===== src/rtl/rs_issue_scheduler_pkg.sv =====
// rtl/rs_issue_scheduler_pkg.sv - shared FSM encoding and default sizing for the issue scheduler
package rs_issue_scheduler_pkg;

   localparam int RS_IDX_BITS_DEFAULT = 3;

   typedef enum logic [0:0] {
      SCHED_IDLE  = 1'b0,
      SCHED_OFFER = 1'b1
   } sched_state_e;

endpackage


===== src/rtl/rs_age_select.sv =====
// rtl/rs_age_select.sv - combinational pick of the oldest requester using an age matrix
module rs_age_select #(
   parameter  int IdxBits = 3,
   localparam int N       = 1 << IdxBits
) (
   input  logic [N-1:0]         req,
   input  logic [N-1:0][N-1:0]  older,
   output logic [N-1:0]         grant,
   output logic [IdxBits-1:0]   grant_idx
);

   // An entry wins when no other requester is marked older than it.
   always_comb begin
      logic blocked;
      blocked   = 1'b0;
      grant     = '0;
      grant_idx = '0;
      for (int i = 0; i < N; i++) begin
         blocked = 1'b0;
         for (int j = 0; j < N; j++) begin
            blocked = blocked | (req[j] & older[j][i]);
         end
         grant[i] = req[i] & ~blocked;
         if (grant[i]) begin
            grant_idx = IdxBits'(i);
         end
      end
   end

endmodule


===== src/rtl/rs_issue_scheduler.sv =====
// rtl/rs_issue_scheduler.sv - oldest-ready issue scheduler; RS_ISSUE_STATS_EN adds issue/stall counters
module rs_issue_scheduler
   import rs_issue_scheduler_pkg::*;
#(
   parameter int RSIdxBits        = RS_IDX_BITS_DEFAULT,
   parameter int RStationInstance = 0
) (
   input  logic                   clock_i,
   input  logic                   reset_i,
   input  logic                   flush_i,
   input  logic                   allocValid_i,
   input  logic [RSIdxBits-1:0]   allocIdx_i,
   input  logic [(1<<RSIdxBits)-1:0] opReady_i,
   input  logic                   fuReady_i,
   output logic                   issueValid_o,
   output logic [RSIdxBits-1:0]   issueIdx_o,
   output logic                   freeValid_o,
   output logic [RSIdxBits-1:0]   freeIdx_o,
   output logic [RSIdxBits:0]     occupancy_o,
`ifdef RS_ISSUE_STATS_EN
   output logic [31:0]            issueCount_o,
   output logic [31:0]            stallCount_o,
`endif
   output logic                   isFull_o
);

   localparam int N = 1 << RSIdxBits;

   // Station number only identifies the instance; negative numbers are meaningless.
   if (RStationInstance < 0) begin : g_bad_station
   end

   sched_state_e              state_q, state_d;
   logic                      issue_valid;
   logic                      load_offer;
   logic [N-1:0]              occupied_q, occupied_d;
   logic [N-1:0][N-1:0]       age_q, age_d;
   logic [RSIdxBits-1:0]      issue_idx_q;
   logic                      free_valid_q;
   logic [RSIdxBits-1:0]      free_idx_q;
   logic [RSIdxBits:0]        occupancy_q, occupancy_d;
   logic [N-1:0]              offered_mask, free_mask, alloc_mask, survivors, cand;
   logic [N-1:0]              sel_grant;
   logic [RSIdxBits-1:0]      sel_idx;
   logic                      handshake, alloc_ok, cand_any;

   assign offered_mask = issue_valid ? (N'(1) << issue_idx_q) : '0;
   assign cand         = occupied_q & opReady_i & ~offered_mask;
   assign handshake    = issue_valid & fuReady_i;
   assign free_mask    = offered_mask & {N{fuReady_i}};
   // A slot being released by this cycle's handshake may be reallocated at once.
   assign alloc_ok     = allocValid_i & (~occupied_q[allocIdx_i] | free_mask[allocIdx_i]);
   assign alloc_mask   = alloc_ok ? (N'(1) << allocIdx_i) : '0;
   assign survivors    = occupied_q & ~free_mask;
   assign occupied_d   = survivors | alloc_mask;
   assign occupancy_d  = occupancy_q + (RSIdxBits+1)'(alloc_ok) - (RSIdxBits+1)'(handshake);
   assign cand_any     = |sel_grant;

   rs_age_select #(.IdxBits(RSIdxBits)) u_age_select (
      .req       (cand),
      .older     (age_q),
      .grant     (sel_grant),
      .grant_idx (sel_idx)
   );

   // New entry is younger than every entry that survives this cycle.
   always_comb begin
      age_d = age_q;
      if (alloc_ok) begin
         age_d[allocIdx_i] = '0;
         for (int i = 0; i < N; i++) begin
            age_d[i][allocIdx_i] = survivors[i];
         end
      end
   end

   always_ff @(posedge clock_i or posedge reset_i) begin
      if (reset_i) begin
         state_q <= SCHED_IDLE;
      end else begin
         state_q <= state_d;
      end
   end

   always_comb begin
      state_d    = state_q;
      load_offer = 1'b0;
      if (flush_i) begin
         state_d = SCHED_IDLE;
      end else begin
         case (state_q)
            SCHED_IDLE: begin
               if (cand_any) begin
                  state_d    = SCHED_OFFER;
                  load_offer = 1'b1;
               end
            end
            SCHED_OFFER: begin
               if (handshake) begin
                  if (cand_any) begin
                     load_offer = 1'b1;
                  end else begin
                     state_d = SCHED_IDLE;
                  end
               end
            end
            default: state_d = SCHED_IDLE;
         endcase
      end
   end

   always_comb begin
      issue_valid = (state_q == SCHED_OFFER);
   end

   always_ff @(posedge clock_i or posedge reset_i) begin
      if (reset_i) begin
         occupied_q   <= '0;
         age_q        <= '0;
         issue_idx_q  <= '0;
         free_valid_q <= 1'b0;
         free_idx_q   <= '0;
         occupancy_q  <= '0;
      end else if (flush_i) begin
         occupied_q   <= '0;
         age_q        <= '0;
         issue_idx_q  <= '0;
         free_valid_q <= 1'b0;
         free_idx_q   <= '0;
         occupancy_q  <= '0;
      end else begin
         occupied_q   <= occupied_d;
         age_q        <= age_d;
         free_valid_q <= handshake;
         occupancy_q  <= occupancy_d;
         if (load_offer) begin
            issue_idx_q <= sel_idx;
         end
         if (handshake) begin
            free_idx_q <= issue_idx_q;
         end
      end
   end

   assign issueValid_o = issue_valid;
   assign issueIdx_o   = issue_idx_q;
   assign freeValid_o  = free_valid_q;
   assign freeIdx_o    = free_idx_q;
   assign occupancy_o  = occupancy_q;
   assign isFull_o     = (occupancy_q == (RSIdxBits+1)'(N));

`ifdef RS_ISSUE_STATS_EN
   logic [31:0] issue_count_q, stall_count_q;

   // Saturating counters survive flush; only reset clears them.
   always_ff @(posedge clock_i or posedge reset_i) begin
      if (reset_i) begin
         issue_count_q <= '0;
         stall_count_q <= '0;
      end else begin
         if (handshake && (issue_count_q != '1)) begin
            issue_count_q <= issue_count_q + 32'd1;
         end
         if (issue_valid && !fuReady_i && (stall_count_q != '1)) begin
            stall_count_q <= stall_count_q + 32'd1;
         end
      end
   end

   assign issueCount_o = issue_count_q;
   assign stallCount_o = stall_count_q;
`endif

endmodule


===== config.mk =====
export PLATFORM = sky130hd
export DESIGN_NAME = rs_issue_scheduler
export DESIGN_NICKNAME = d
export VERILOG_FILES = /design/src/rtl/rs_issue_scheduler_pkg.sv /design/src/rtl/rs_age_select.sv /design/src/rtl/rs_issue_scheduler.sv
export SDC_FILE = /design/constraint.sdc
export NUM_CORES = 1
export LEC_CHECK = 0
export BUFFER_PORTS_ARGS = -buffer_cell sky130_fd_sc_hd__buf_2
export CAP_MARGIN = 20
export CELL_PAD_IN_SITES_DETAIL_PLACEMENT = 1
export CELL_PAD_IN_SITES_GLOBAL_PLACEMENT = 2
export CORE_MARGIN = 2
export CORE_UTILIZATION = 30
export CTS_CLUSTER_SIZE = 24
export DETAILED_ROUTE_END_ITERATION = 16
export PLACE_DENSITY = 0.75
export SLEW_MARGIN = 20
export SYNTH_ARGS = -nofsm -noshare
export SYNTH_HDL_FRONTEND = slang
export SYNTH_HIERARCHICAL = 1
export SYNTH_SLANG_ARGS = --single-unit

===== constraint.sdc =====
create_clock -name clock_i -period 3.6 [get_ports clock_i]
set_clock_uncertainty 0.15 [all_clocks]
set_input_delay 0.54 -clock clock_i [delete_from_list [all_inputs] [get_ports clock_i]]
set_output_delay 0.54 -clock clock_i [all_outputs]
set_load 0.1 [all_outputs]

* Word level (Yosys, flattened, before mapping) *
Index checks and enable logic that the tools add are counted.
Widths: inputs -> output; s select.

cells by class
  $add $sub $neg = 2
  magnitude comparators = 2
  equality and inequality tests = 1
  shift-type cells = 2
  muxes and demuxes = 41
  bitwise gates (word level) = 150
  reduce and logical (&&, ||, !) cells = 5

operators with widths
  cell                 number
  $mux 64              2
  $and 1x1->1          74
  $and 64x64->64       1
  $bwmux 8             8
  $not 64->64          1
  $or 1x1->1           57
  $and 8x8->8          4
  $mux 8               4
  $mux 3               10
  $demux 8 s3          1
  $not 8->8            2
  $shl 1x3->8 const A  2
  $mux 1               10
  $not 1->1            10
  $or 8x8->8           1
  $reduce_or 8->1      1
  $bmux 1 s3           2
  $reduce_bool 2->1    3
  $add 4x1->4          1
  $eq 4x4->1 const B   1
  $lt 3x4->1 const B   1
  $mux 4               1
  $pmux 1 s2           2
  $sub 4x1->4          1
  3 further kinds      3

storage, ports and cells
  register bits = 84
  bits of input ports = 16
  logic and storage cells = 217

* Depth between registers and ports, before layout *
  word-level depth = 23
  gate-level depth with buffers = 13
  mapped depth without buffers = 11

* Cells and area by module *
The synthesis kept the hierarchy.

modules (own cells, without submodules)
  module              instances  cells an instance  area each (µm²)  sequential area each (µm²)
  rs_issue_scheduler  1          398                4,012.6          2,102.0
  rs_age_select       1          72                 496.7            0.0

* Worst setup path after synthesis *
No wires, ideal clock.

  path type = reg-to-output
  from = register occupancy_q[3], in the netlist occupancy_o[3]
  to = output isFull_o
  arrival = 3.363 ns
  data required time = 2.910 ns
  setup slack = -0.453 ns
  stages on the path, launching flop included = 3
  cells stage by stage = dfrtp_1 -> ha_1 -> nor3b_1

between the ends
  longest elaborated chain between the ends = 1

RTL lines
  what                    RTL line                   RTL
  start, declared         rs_issue_scheduler.sv:41   logic [RSIdxBits:0] occupancy_q, occupancy_d;
  start signal, assigned  rs_issue_scheduler.sv:135  occupancy_q <= occupancy_d;
  $eq 4x4->1              rs_issue_scheduler.sv:150  assign isFull_o = (occupancy_q == (RSIdxBits+1)'(N));
  end, declared           rs_issue_scheduler.sv:24   output logic isFull_o

No other way between the ends.

* Final worst setup path *
  from = register issue_idx_q[1], in the netlist issueIdx_o[1]
  to = register issue_idx_q[1], in the netlist issueIdx_o[1]

RTL lines
  what                                    RTL line                                             RTL
  start, declared                         rs_issue_scheduler.sv:38                             logic [RSIdxBits-1:0] issue_idx_q;
  start signal, assigned                  rs_issue_scheduler.sv:137                            issue_idx_q <= sel_idx;
  $shl 1x3->8 (*)                         rs_issue_scheduler.sv:47                             assign offered_mask = issue_valid ? (N'(1) << issue_idx_q) : '0;
  $mux 8 (*)                              rs_issue_scheduler.sv:47
  $not 8->8 (*)                           rs_issue_scheduler.sv:48                             assign cand = occupied_q & opReady_i & ~offered_mask;
  $and 8x8->8 (*)                         rs_issue_scheduler.sv:48
  named net cand[6]                       rs_issue_scheduler.sv:42                             logic [N-1:0] offered_mask, free_mask, alloc_mask, survivors, cand;
  $and 1x1->1 (*)                         rs_age_select.sv:21                                  blocked = blocked | (req[j] & older[j][i]);
  $or 1x1->1 (*) (2 in series)            rs_age_select.sv:21
  $not 1->1 (*)                           rs_age_select.sv:23                                  grant[i] = req[i] & ~blocked;
  $and 1x1->1 (*)                         rs_age_select.sv:23
  named net sel_grant[1]                  rs_issue_scheduler.sv:43                             logic [N-1:0] sel_grant;
  $reduce_or 8->1 (*)                     rs_issue_scheduler.sv:57                             assign cand_any = |sel_grant;
  $mux 1 (*)                              rs_issue_scheduler.sv:93, rs_issue_scheduler.sv:100
  $mux 1                                  rs_issue_scheduler.sv:99                             if (handshake) begin
  $pmux 1 s2 (*)                          rs_issue_scheduler.sv:91                             case (state_q)
  $mux 1 (*)                              rs_issue_scheduler.sv:88                             if (flush_i) begin
  $reduce_bool 2->1 (no source line) (*)  --

The timed path passes the listed nets; every way through them passes the cells marked *. The select of a mux whose other input is x is not followed.
A chain may end at the register's enable or synchronous reset.

==> results.cfg <==
[synthesis]
synthXorXnorAreaFrac_pct = 0.971
synth_edf_count = 0
synth_top_family_by_area = compound AO/OA/AOI/OAI gates
ys.flop_type = dfrtp_1
synth_compound_area_share_pct = 24.4
synth.avg_cell_area_sq_um = 9.59
synthMuxAreaShare_pct = 1.66
ys.warnings.count = 6
seq_area_frac_synth_pct = 46.6
syn_area_sq_mm = 0.00451
syn_nets = 492
synthTopCellsByArea = dfrtp_1 (47%), nand2_1 (4.7%), a21oi_1 (4.7%)
synthArstFlopShare_pct = 100
yosys.area_share.simple_pct = 19.3
synth_fa_ha_area_share_pct = 1.83
yosysUniqueCellTypes = 59
yosysTopAreaCellShare_pct = 46.6
syn_inst = 470
ys_seq_elements = 84
yosys.area.top_type = dfrtp_1

[drt]
drtAntennaViolNets = 0
wl_per_cell_um = 24.1
drc_errors = 0
drt_pass1_iterations = 5
vias_per_cell = 5.82
vias = 3993
wl_um = 16500
drtIter0Drc = 328

[cts]
cts.sinks = 84
post_cts_buffers = 0
cts_tree = done
ctsResizeCount = 0
clk_pin_slew_ps = 60
insertion_delay_ps = 350
cts_made_buffers = 9
cts.path.max_buffers = 2
ctsHoldBuffers = 0
root_buffer = clkbuf_16
ctsHtreeMaxLevel = 3

[timing]
hold_viol_final = 0
fin_crit_ps = 3140
fin_crit_sh_pct = 87.3
finalMaxSlewViolations = 0
whs_ps = 70.0
fmax_ghz = 0.318
setup_violations = 0
max-slew-margin-rel_pct = 28.7
tightest_slew_ps = 1060
rsz0062_at_grt = false
fin_setup_tns_ps = 0

[place]
gp_congestion = 0.892
io_buffers = 28
place_hpwl_um = 11900

[floorplan]
start_util_pct = 30.9
die_y_um = 127
dieArea_sq_mm = 0.0160
num_rows = 44
fp.dieW_um = 127
core_area_sq_mm = 0.0146
pin_count = 29

[global_routing]
grt_use_total_pct = 21.4
antenna_found_initial = 0
grt_max_degree = 37
grt_pass1_wl_um = 25900
grt-ovfl-total = 0
grt_pass1_vias = 4146

[worst_hold_path]
hp-class = in2async

[setup_path]
r2r_cells = 11
path_class = reg2reg
r2r_start = issueIdx_o[1]$_DFFE_PP0P_
cp.required_ps = 3650
rr_endpoint = issueIdx_o[1]$_DFFE_PP0P_
cp-startpoint = issueIdx_o[1]$_DFFE_PP0P_
cp.arrival_ps = 3190
path_max_fanout = 14
ff2ff_setup_slack_ps = 460
cp-start-kind = flop
cp-end-kind = flop

[finish]
drive_gt1_share_pct = 15.7
n_antenna_cell = 0
final_common_cell = dfrtp_1
area_delta_synth_final_pct = 14.0
n_fill_cell = 1679
nNetsFinal = 520
mostFrequentLayoutCells = dfrtp_1 (84), nand2_1 (57), a21oi_1 (42)
fin_util_pct = 35.2

[power_and_ir_drop]
power.total_mw = 2.29
power_density_mw_per_mm2 = 446
p_leak_nw = 2.31
max-vdd-ir-drop_mv = 0.230

[flow_run]
cap_violations = 0

[run_status]
status = finished clean
==> final cells by class <==
class | count | area, sq um | share of cell area, %
clock buffers | 13 | 260 | 5.06
clock inverters | 2 | 10.0 | 0.195
inverters | 16 | 61.3 | 1.19
multi-input cells | 338 | 2180 | 42.4
flip-flops and latches | 84 | 2100 | 40.9
well taps | 184 | 230 | 4.48
repair buffers | 49 | 298 | 5.79
==> how the worst max path moves through the flow <==
stage	end	cells past startpoint
CTS	issueIdx_o[1]$_DFFE_PP0P_	9
global route	issueIdx_o[1]$_DFFE_PP0P_	11
floorplan	occupancy_o[2]$_DFF_PP0_	12
finish	issueIdx_o[1]$_DFFE_PP0P_	11
global placement	occupancy_o[2]$_DFF_PP0_	11
detailed placement	occupancy_o[2]$_DFF_PP0_	11
==> cells in the mapped netlist, drive strengths merged, types with 3 or more instances <==
| library cell | number |
|---|---|
| ha | 5 |
| o2bb2ai | 10 |
| o32ai | 6 |
| clkbuf | 11 |
| nor2 | 33 |
| o31ai | 9 |
| or3 | 15 |
| a21oi | 42 |
| xor2 | 3 |
| nand4b | 7 |
| buf | 21 |
| dfrtp | 84 |
| inv | 16 |
| nand2 | 57 |
| mux2i | 6 |
| or2 | 4 |
| o21ai | 20 |
| or4 | 4 |
| nand3 | 5 |
| a31oi | 7 |
| and3 | 10 |
| a22oi | 23 |
| nor3 | 7 |
| o211ai | 3 |
| o41ai | 3 |
| nor2b | 7 |
| nand2b | 8 |
| a22o | 17 |
==> through the flow <==
step	setup WS [ps]	cells	area [sq um]
after detailed placement	342	671	4870
after CTS	433	686	5140
after floorplan	188	470	4510
after global placement	409	671	4870
after global routing	256	686	5140
final	459	686	5140
==> kinds of logic (layout without fill, tap and decap cells) <==
| kind of cell | after synthesis | after routing |
|---|---|---|
| AND/OR/NAND/NOR | 166 | 166 |
| multiplexers | 7 | 7 |
| AO/OA/AOI/OAI | 154 | 154 |
| flip-flops | 84 | 84 |
| buffers and inverters | 48 | 80 |
| adder cells (fa/ha/maj) | 6 | 6 |
| XOR/XNOR | 5 | 5 |
==> where the power goes <==
group	switching, mW	leakage [nW]	internal (mW)
combinational	0.326	1.01	0.100
clock	0.381	0.135	0.500
sequential	0.0207	1.17	0.964
total	0.728	2.31	1.56
==> flip-flops by register name (all words and copies together), names as in the netlist <==
register,flops
age_q,64
occupied_q,8
occupancy_o,4
freeIdx_o,3
issueIdx_o,3
freeValid_o,1
issueValid_o,1
==> layer usage <==
metal	vias up	global-route usage [%]	wire length, um
li1	1777	-	-
met1	2060	30.1	7600
met2	134	33.2	7710
met3	22	2.70	794
met4	0	8.86	391
met5	-	0	0
==> worst max-delay path, stage by stage (launching register included) <==
cell	delay, ps
dfrtp_1	550
nor2b_1	250
a31oi_1	220
buf_4	230
a22oi_1	100
nand4b_1	120
nor2_1	80
or4_1	610
nor2_1	260
a21oi_1	150
mux2i_1	210
nor2_1	60
Note: power is estimated with default switching activity, not from simulation.
